File: src/rtl/glb_ifmap_reader.sv
// rtl/glb_ifmap_reader.sv - streams one GLB ifmap tile as tagged elements (row/col/ch) through a 2-entry FIFO
// Optional GLB_RD_PERF_EN adds the stall_cycles output-backpressure counter.
module glb_ifmap_reader #(
    parameter int ADDR_WIDTH = 32,
    parameter int DATA_WIDTH = 8
) (
    input  logic                    clk,
    input  logic                    rst,
    input  logic                    start,
    output logic                    done,
    output logic                    busy,
    input  logic [31:0]             mapping_param,
    input  logic [31:0]             shape_param1,
    input  logic [31:0]             shape_param2,
    input  logic [31:0]             row_start,
    input  logic [ADDR_WIDTH-1:0]   glb_ifmap_base_addr,
    output logic [ADDR_WIDTH-1:0]   glb_r_addr,
    input  logic [DATA_WIDTH*4-1:0] glb_r_data,
    output logic                    out_valid,
    input  logic                    out_ready,
    output logic [DATA_WIDTH-1:0]   out_data,
    output logic [31:0]             out_row,
    output logic [31:0]             out_col,
    output logic [31:0]             out_ch,
    output logic                    out_last
`ifdef GLB_RD_PERF_EN
    ,
    output logic [31:0]             stall_cycles
`endif
);
    localparam int EW = DATA_WIDTH + 97;

    typedef enum logic [1:0] {S_IDLE, S_ISSUE, S_DRAIN, S_DONE} state_t;

    state_t                r_state, w_state_nxt;
    logic [31:0]           r_w, r_ct, r_row_end, r_row, r_col, r_ch;
    logic                  r_empty;
    logic [ADDR_WIDTH-1:0] r_addr;
    logic                  r_inf_valid, r_inf_last;
    logic [31:0]           r_inf_row, r_inf_col, r_inf_ch;
    logic [EW-1:0]         r_fifo [2];
    logic                  r_rd_ptr, r_wr_ptr;
    logic [1:0]            r_count;

    logic [5:0]            w_ct6;
    logic [31:0]           w_e, w_in_w, w_in_ct, w_in_row_end, w_in_off;
    logic                  w_accept, w_pop, w_room, w_issue, w_last_coord;
    logic [EW-1:0]         w_head;
    logic                  w_unused;

    assign w_ct6        = {3'd0, mapping_param[8:6]} * {3'd0, mapping_param[5:3]};
    assign w_e          = {28'd0, mapping_param[15:12]};
    assign w_in_ct      = {26'd0, w_ct6};
    assign w_in_w       = {24'd0, shape_param2[15:8]} + {28'd0, shape_param1[28:26], 1'b0};
    assign w_in_row_end = row_start + (w_e - 32'd1) * {30'd0, shape_param1[25:24]}
                          + {30'd0, shape_param1[23:22]} - 32'd1;
    assign w_in_off     = row_start * w_in_w * w_in_ct;

    assign w_unused = ^{mapping_param[31:16], mapping_param[11:9], mapping_param[2:0],
                        shape_param1[31:29], shape_param1[21:0], shape_param2[31:16],
                        shape_param2[7:0], glb_r_data[DATA_WIDTH*4-1:DATA_WIDTH]};

    // Traversal is contiguous in GLB, so the read address is just a running pointer.
    assign w_accept     = (r_state == S_IDLE) && start;
    assign w_pop        = out_valid && out_ready;
    assign w_room       = ({1'b0, r_count} + {2'b0, r_inf_valid} - {2'b0, w_pop}) < 3'd2;
    assign w_issue      = (r_state == S_ISSUE) && !r_empty && w_room;
    assign w_last_coord = (r_ch == r_ct - 32'd1) && (r_col == r_w - 32'd1) && (r_row == r_row_end);

    assign glb_r_addr = w_issue ? r_addr : '0;
    assign busy       = (r_state != S_IDLE);
    assign done       = (r_state == S_DONE);

    assign w_head    = r_fifo[r_rd_ptr];
    assign out_valid = (r_count != 2'd0);
    assign out_last  = w_head[EW-1];
    assign out_row   = w_head[DATA_WIDTH+95 -: 32];
    assign out_col   = w_head[DATA_WIDTH+63 -: 32];
    assign out_ch    = w_head[DATA_WIDTH+31 -: 32];
    assign out_data  = w_head[DATA_WIDTH-1:0];

    always_comb begin
        w_state_nxt = r_state;
        case (r_state)
            S_IDLE:  if (start) w_state_nxt = S_ISSUE;
            S_ISSUE: begin
                if (r_empty)
                    w_state_nxt = S_DONE;
                else if (w_issue && w_last_coord)
                    w_state_nxt = S_DRAIN;
            end
            S_DRAIN: if ((r_count - {1'b0, w_pop}) == 2'd0 && !r_inf_valid) w_state_nxt = S_DONE;
            S_DONE:  w_state_nxt = S_IDLE;
            default: w_state_nxt = S_IDLE;
        endcase
    end

    always_ff @(posedge clk or posedge rst) begin
        if (rst) begin
            r_state     <= S_IDLE;
            r_w         <= '0;
            r_ct        <= '0;
            r_row_end   <= '0;
            r_row       <= '0;
            r_col       <= '0;
            r_ch        <= '0;
            r_empty     <= 1'b0;
            r_addr      <= '0;
            r_inf_valid <= 1'b0;
            r_inf_last  <= 1'b0;
            r_inf_row   <= '0;
            r_inf_col   <= '0;
            r_inf_ch    <= '0;
            r_fifo[0]   <= '0;
            r_fifo[1]   <= '0;
            r_rd_ptr    <= 1'b0;
            r_wr_ptr    <= 1'b0;
            r_count     <= '0;
        end else begin
            r_state <= w_state_nxt;
            if (w_accept) begin
                r_w       <= w_in_w;
                r_ct      <= w_in_ct;
                r_row_end <= w_in_row_end;
                r_empty   <= (w_in_ct == 32'd0) || (w_e == 32'd0) || (w_in_w == 32'd0);
                r_row     <= row_start;
                r_col     <= '0;
                r_ch      <= '0;
                r_addr    <= glb_ifmap_base_addr + ADDR_WIDTH'(w_in_off);
            end
            if (w_issue) begin
                r_addr     <= r_addr + ADDR_WIDTH'(1);
                r_inf_row  <= r_row;
                r_inf_col  <= r_col;
                r_inf_ch   <= r_ch;
                r_inf_last <= w_last_coord;
                if (r_ch == r_ct - 32'd1) begin
                    r_ch <= '0;
                    if (r_col == r_w - 32'd1) begin
                        r_col <= '0;
                        r_row <= r_row + 32'd1;
                    end else begin
                        r_col <= r_col + 32'd1;
                    end
                end else begin
                    r_ch <= r_ch + 32'd1;
                end
            end
            r_inf_valid <= w_issue;
            // Read data lands one cycle after the address, alongside its pipelined tags.
            if (r_inf_valid) begin
                r_fifo[r_wr_ptr] <= {r_inf_last, r_inf_row, r_inf_col, r_inf_ch,
                                     glb_r_data[DATA_WIDTH-1:0]};
                r_wr_ptr         <= ~r_wr_ptr;
            end
            if (w_pop)
                r_rd_ptr <= ~r_rd_ptr;
            r_count <= r_count + {1'b0, r_inf_valid} - {1'b0, w_pop};
        end
    end

`ifdef GLB_RD_PERF_EN
    always_ff @(posedge clk or posedge rst) begin
        if (rst)
            stall_cycles <= '0;
        else if (w_accept)
            stall_cycles <= '0;
        else if (out_valid && !out_ready && stall_cycles != 32'hFFFF_FFFF)
            stall_cycles <= stall_cycles + 32'd1;
    end
`endif

endmodule

File: config.mk
export PLATFORM = sky130hd
export DESIGN_NAME = glb_ifmap_reader
export DESIGN_NICKNAME = d
export VERILOG_FILES = /design/src/rtl/glb_ifmap_reader.sv
export SDC_FILE = /design/constraint.sdc
export NUM_CORES = 2
export LEC_CHECK = 0
export CAP_MARGIN = 40
export CORE_ASPECT_RATIO = 0.75
export CORE_MARGIN = 3
export CORE_UTILIZATION = 35
export CTS_BUF_LIST = sky130_fd_sc_hd__clkbuf_8
export DETAILED_ROUTE_END_ITERATION = 10
export PLACE_DENSITY_LB_ADDON = 0.25
export SLEW_MARGIN = 30
export SYNTH_ARGS = -nofsm -noshare
export SYNTH_HDL_FRONTEND = slang
export SYNTH_SLANG_ARGS = --single-unit
File: constraint.sdc
create_clock -name clk -period 53.6 [get_ports clk]
set_clock_uncertainty 0.05 [all_clocks]
set_input_delay 10.72 -clock clk [delete_from_list [all_inputs] [get_ports clk]]
set_output_delay 10.72 -clock clk [all_outputs]
set_load 0.02 [all_outputs]
## Yosys cells after proc, flatten, opt, wreduce, memory -nomap -nowiden

Cells that the tools add are included.

| word-level totals | value |
|---|---|
| register bits | 513 |
| input bits | 196 |
| output and inout bits | 140 |
| logic and storage cells | 104 |

| operators by class | value |
|---|---|
| add/sub/neg operators | 17 |
| multipliers | 4 |
| $lt $le $gt $ge | 4 |
| eq/ne operators | 9 |
| muxes and demuxes | 25 |
| bitwise operators | 4 |
| reduce and logical (&&, ||, !) cells | 22 |

Operators with widths:

| cell | number |
|---|---|
| $mux W32 | 14 |
| $mux W105 | 4 |
| $bwmux W210 | 1 |
| $add A32 B1 Y32 const B | 4 |
| $demux W105 S1 | 1 |
| $eq A32 B32 Y1 | 3 |
| $logic_not A32 Y1 | 3 |
| $add A32 B32 Y32 | 2 |
| $sub A32 B1 Y32 const B | 2 |
| $add A32 B2 Y32 | 1 |
| $mul A32 B6 Y32 | 1 |
| $mul A32 B9 Y32 | 1 |
| $add A8 B4 Y9 | 1 |
| $logic_and A1 B1 Y1 | 9 |
| $mul A5 B3 Y8 | 1 |
| $mux W2 | 4 |
| $pmux W2 S4 | 1 |
| $sub A6 B1 Y7 const B | 1 |
| $mul A3 B3 Y6 | 1 |
| $reduce_bool A2 Y1 | 3 |
| $sub A4 B1 Y5 const B | 1 |
| $eq A2 B2 Y1 const B | 2 |
| $ge A2 B2 Y1 const B | 2 |
| $logic_not A2 Y1 | 2 |
| other kinds (14) | 20 |

## Logic depth before layout (Yosys ltp)

| depth | value |
|---|---|
| depth after elaboration | 9 |
| gate-level depth with buffers | 44 |
| mapped depth without buffers | 43 |

## Worst setup path after synthesis

OpenSTA, ideal clock, no wires.

| timing path | value |
|---|---|
| path kind | input-to-output |
| start point | input out_ready |
| end point | output glb_r_addr[19] |
| arrival time | 13,155 ps |
| data required time | 42,830 ps |
| path slack | 29,675 ps |
| cell stages on the path | 13 |
| buffers on the path | 3 |
| cells stage by stage | and2_1 ha_1 inv_1 ha_1 inv_1 fa_1 xnor2_1 nand3_1 inv_1 clkbuf_1 clkbuf_1 clkbuf_1 and2_1 |

| on the way | value |
|---|---|
| cells in the longest elaborated chain, start to end | 5 |

RTL lines:

| element | RTL line | RTL |
|---|---|---|
| start, declared | 20 | `input logic out_ready,` |
| $logic_and A1 B1 Y1 | 65 | `assign w_pop = out_valid && out_ready;` |
| $sub A3 B1 Y3 | 66 | `assign w_room = ({1'b0, r_count} + {2'b0, r_inf_valid} - {2'b0, w_pop}) < 3'd2;` |
| $lt A3 B2 Y1 | 66 |  |
| $logic_and A1 B1 Y1 | 67 | `assign w_issue = (r_state == S_ISSUE) && !r_empty && w_room;` |
| $mux W32 | 70 | `assign glb_r_addr = w_issue ? r_addr : '0;` |
| end, declared | 17 | `output logic [ADDR_WIDTH-1:0] glb_r_addr,` |

Every way passes these cells.

## Final worst setup path

| timing path | value |
|---|---|
| start point | input out_ready |
| end point | output glb_r_addr[11] |

| on the way | value |
|---|---|
| cells in the longest elaborated chain, start to end | 5 |

RTL lines:

| element | RTL line | RTL |
|---|---|---|
| $logic_and A1 B1 Y1 | 65 |  |
| via w_pop | 47 | `logic w_accept, w_pop, w_room, w_issue, w_last_coord;` |
| $sub A3 B1 Y3 | 66 |  |
| $lt A3 B2 Y1 | 66 |  |
| $logic_and A1 B1 Y1 | 67 |  |
| $mux W32 | 70 |  |

The timed path passes the listed nets, and every way through them passes these cells.

==> results.py <==
metrics = {
    "critical_path": {
        "critPathMaxStageDelay_ns": 0.62,
        "crit_path_start_kind": "input port",
        "cp-end-kind": "output pin",
        "path_max_fanout": 51,
        "path_class": "in -> out",
        "cp_data_required_time_ns": 42.83,
        "path_delay_family": "buffers and inverters",
        "crit_chain": "clkdlybuf4s50_1 > and2_1 > ha_1 > inv_1 > ha_1 > inv_1 > fa_1 > xnor2_1 > nand3_4 > inv_4 > buf_4 > and2_1 > clkdlybuf4s50_1",
        "rr_endpoint": "r_state[0]$_DFFE_PP0P_",
        "ff2ff_path_depth": 12,
        "crit_arrival_ns": 14.84,
        "path_depth": 13,
        "timing.critical_path.buf_inv": 6,
        "cp_slowest_cell": "clkdlybuf4s50_1",
        "r2r_slack_ns": 48.42,
        "r2r_start": "r_ct[0]$_DFFE_PP0P_",
    },
    "sta": {
        "hold_violations": 0,
        "fin_crit_ns": 25.61,
        "setup_viol": 0,
        "fmaxAchievable_mhz": 39.0,
        "maxSlewHeadroom": 0.386,
        "worstMarginPinSlew_ns": 0.922,
        "rsz0062_at_grt": "false",
        "fin_tns_setup_ns": 0,
        "final.period_utilization": 0.478,
        "maxSlewViolCount": 0,
    },
    "layout": {
        "synthToLayoutAreaGrowth_pct": 15.9,
        "regArea_sq_um": 12300,
        "n_fill_cell": 11000,
        "layout-drive-gt1-share": 0.121,
        "finalNetCount": 5158,
        "multi_input_area_sq_um": 24400,
    },
    "global_routing": {
        "antenna_found_initial": 16,
        "track_usage": 0.180,
        "grt_pass1_wl_um": 168000,
        "grt_overflow": 0,
        "grt_pass1_vias": 30200,
        "grt_max_degree": 76,
    },
    "routing": {
        "routedWlPerCell_um": 17.2,
        "drtAntennaViolNets": 0,
        "dr_total_vias": 29700,
        "route.detailed.drc": 0,
        "via_per_inst": 4.98,
        "drt-initial-drc-count": 1654,
        "first_pass_iters": 5,
        "wl_um": 102000,
    },
    "synth": {
        "yosysMostFrequentCell": "nand2_1",
        "yosysWarnings": 0,
        "synth_top_area_share": 0.313,
        "ys_ff_latch": 490,
        "synth_common_cells": "nand2_1 (658), inv_1 (517), dfrtp_1 (490), fa_1 (323), mux2_2 (317)",
        "synth_top_area_cell": "dfrtp_1",
        "synth_edf_count": 0,
        "ys_seq_area_frac": 0.313,
        "synth_cell_type_count": 78,
        "synth_nets": 4955,
        "synthArstFlopShare": 1.00,
        "syn_area_per_cell_sq_um": 9.26,
        "syn_area_sq_um": 39200,
        "synth.area.top_cells": "dfrtp_1 (31%), fa_1 (16%), mux2_2 (9.1%), ha_1 (6.5%), nand2_1 (6.3%)",
        "syn_inst": 4231,
        "synth_ff_type": "dfrtp_1",
    },
    "clock_network": {
        "cts-resized-gates": 0,
        "clk_path_buf_depth": 3,
        "h-tree-depth": 3,
        "cts_setup_buffers": 0,
        "hold_buffers": 0,
        "cts-buffers-inserted": 88,
        "clkLatencyLatePin_ns": 0.71,
        "root_buffer": "clkbuf_8",
        "clock_sinks": 490,
        "cts_tree": "yes",
        "clk_pin_slew_ns": 0.05,
    },
    "placement": {
        "place_hpwl_um": 76300,
        "io_buffers": 240,
        "gp_congestion": 0.831,
    },
    "floorplan": {
        "fp-row-count": 105,
        "ios": 336,
        "start_util": 0.356,
        "die_h_um": 296,
        "core_area_sq_um": 110000,
        "die_x_um": 392,
        "die_area_sq_um": 116000,
    },
    "min_path": {
        "worst_hold_path_type": "reg -> reg",
        "hold_depth": 2,
        "hold-path-endpoint": "r_inf_ch[27]$_DFFE_PP0P_",
        "min_from": "r_inf_ch[27]$_DFFE_PP0P_",
    },
    "run_status": {
        "status": "finished, final reports clean",
    },
    "flow_run": {
        "maxCapViolCount": 0,
    },
}
## per-layer routing
metal	vias to the layer above	wire length [um]	track usage	part of all wire
li1	14200	-	-	-
met1	14700	48100	0.255	0.47
met2	621	45600	0.283	0.45
met3	140	6480	0.0349	0.063
met4	10	2130	0.0438	0.021
met5	-	57	0	0.00056
## final cells by class
class                      count  area share
antenna                       10    0.000551
timing repair buffer         289      0.0646
tap                         1444      0.0398
multi-input combinational   3045       0.537
sequential                   490       0.270
clock inverter                40     0.00625
clock buffer                 126      0.0382
inverter                     520      0.0432
## how the worst max path moves through the flow
stage          startpoint               endpoint  slack (ns)
6_report        out_ready         glb_r_addr[11]       27.99
3_5_place_dp    out_ready         glb_r_addr[11]       27.91
3_3_place_gp    out_ready         glb_r_addr[11]       27.92
4_1_cts         out_ready         glb_r_addr[11]       27.90
2_1_floorplan         rst  r_addr[0]$_DFFE_PP0P_       29.15
5_1_grt         out_ready         glb_r_addr[11]       27.63
## flip-flops by register name, indices dropped and copies added, names as in the netlist, 6 cells and up
signal	flops
r_fifo	210
r_addr	32
r_ch	32
r_col	32
r_inf_ch	32
r_inf_col	32
r_inf_row	32
r_row	32
r_row_end	32
r_w	9
r_ct	6
## metrics by stage
stage | area, sq um | hold WS, ns | util | std cells | setup slack, ns
final | 45400 | 0.445 | 0.412 | 5964 | 27.99
after global placement | 43100 | 0.431 | 0.391 | 5775 | 27.92
after detailed placement | 43300 | 0.436 | 0.393 | 5783 | 27.91
after global routing | 45400 | 0.459 | 0.412 | 5955 | 27.63
after CTS | 45300 | 0.451 | 0.411 | 5949 | 27.90
after floorplan | 39200 | 0.408 | - | 4231 | 29.15
## kinds of logic (layout without fill, tap and decap cells)
group | Yosys count | after routing | synth area share
AND/OR/NAND/NOR | 1439 | 1439 | 0.165
buffers and inverters | 696 | 975 | 0.0669
AO/OA/AOI/OAI | 574 | 574 | 0.0903
adder cells (fa/ha/maj) | 528 | 528 | 0.230
flip-flops | 490 | 490 | 0.313
multiplexers | 322 | 322 | 0.0924
XOR/XNOR | 182 | 182 | 0.0419
other | 0 | 10 | 0
## worst min-delay path, cell delays in order (launching register included)
cell and delay, ns:
dfrtp_1 0.36, nand2_1 0.05, nand2_1 0.05
## cells in the final DEF (no fill, tap or decap), types with 146 or more instances in the layout
master | Yosys | layout
nor2_1 | 316 | 314
o21ai_0 | 192 | 192
inv_1 | 517 | 537
fa_1 | 323 | 323
nand2_1 | 658 | 655
a21oi_1 | 149 | 149
clkdlybuf4s50_1 | 0 | 240
dfrtp_1 | 490 | 489
mux2_2 | 317 | 317
and2_1 | 146 | 146
ha_1 | 205 | 205
Power is not shown: default switching activity piles up to over one toggle a cycle in this logic, so the estimate is an artifact.
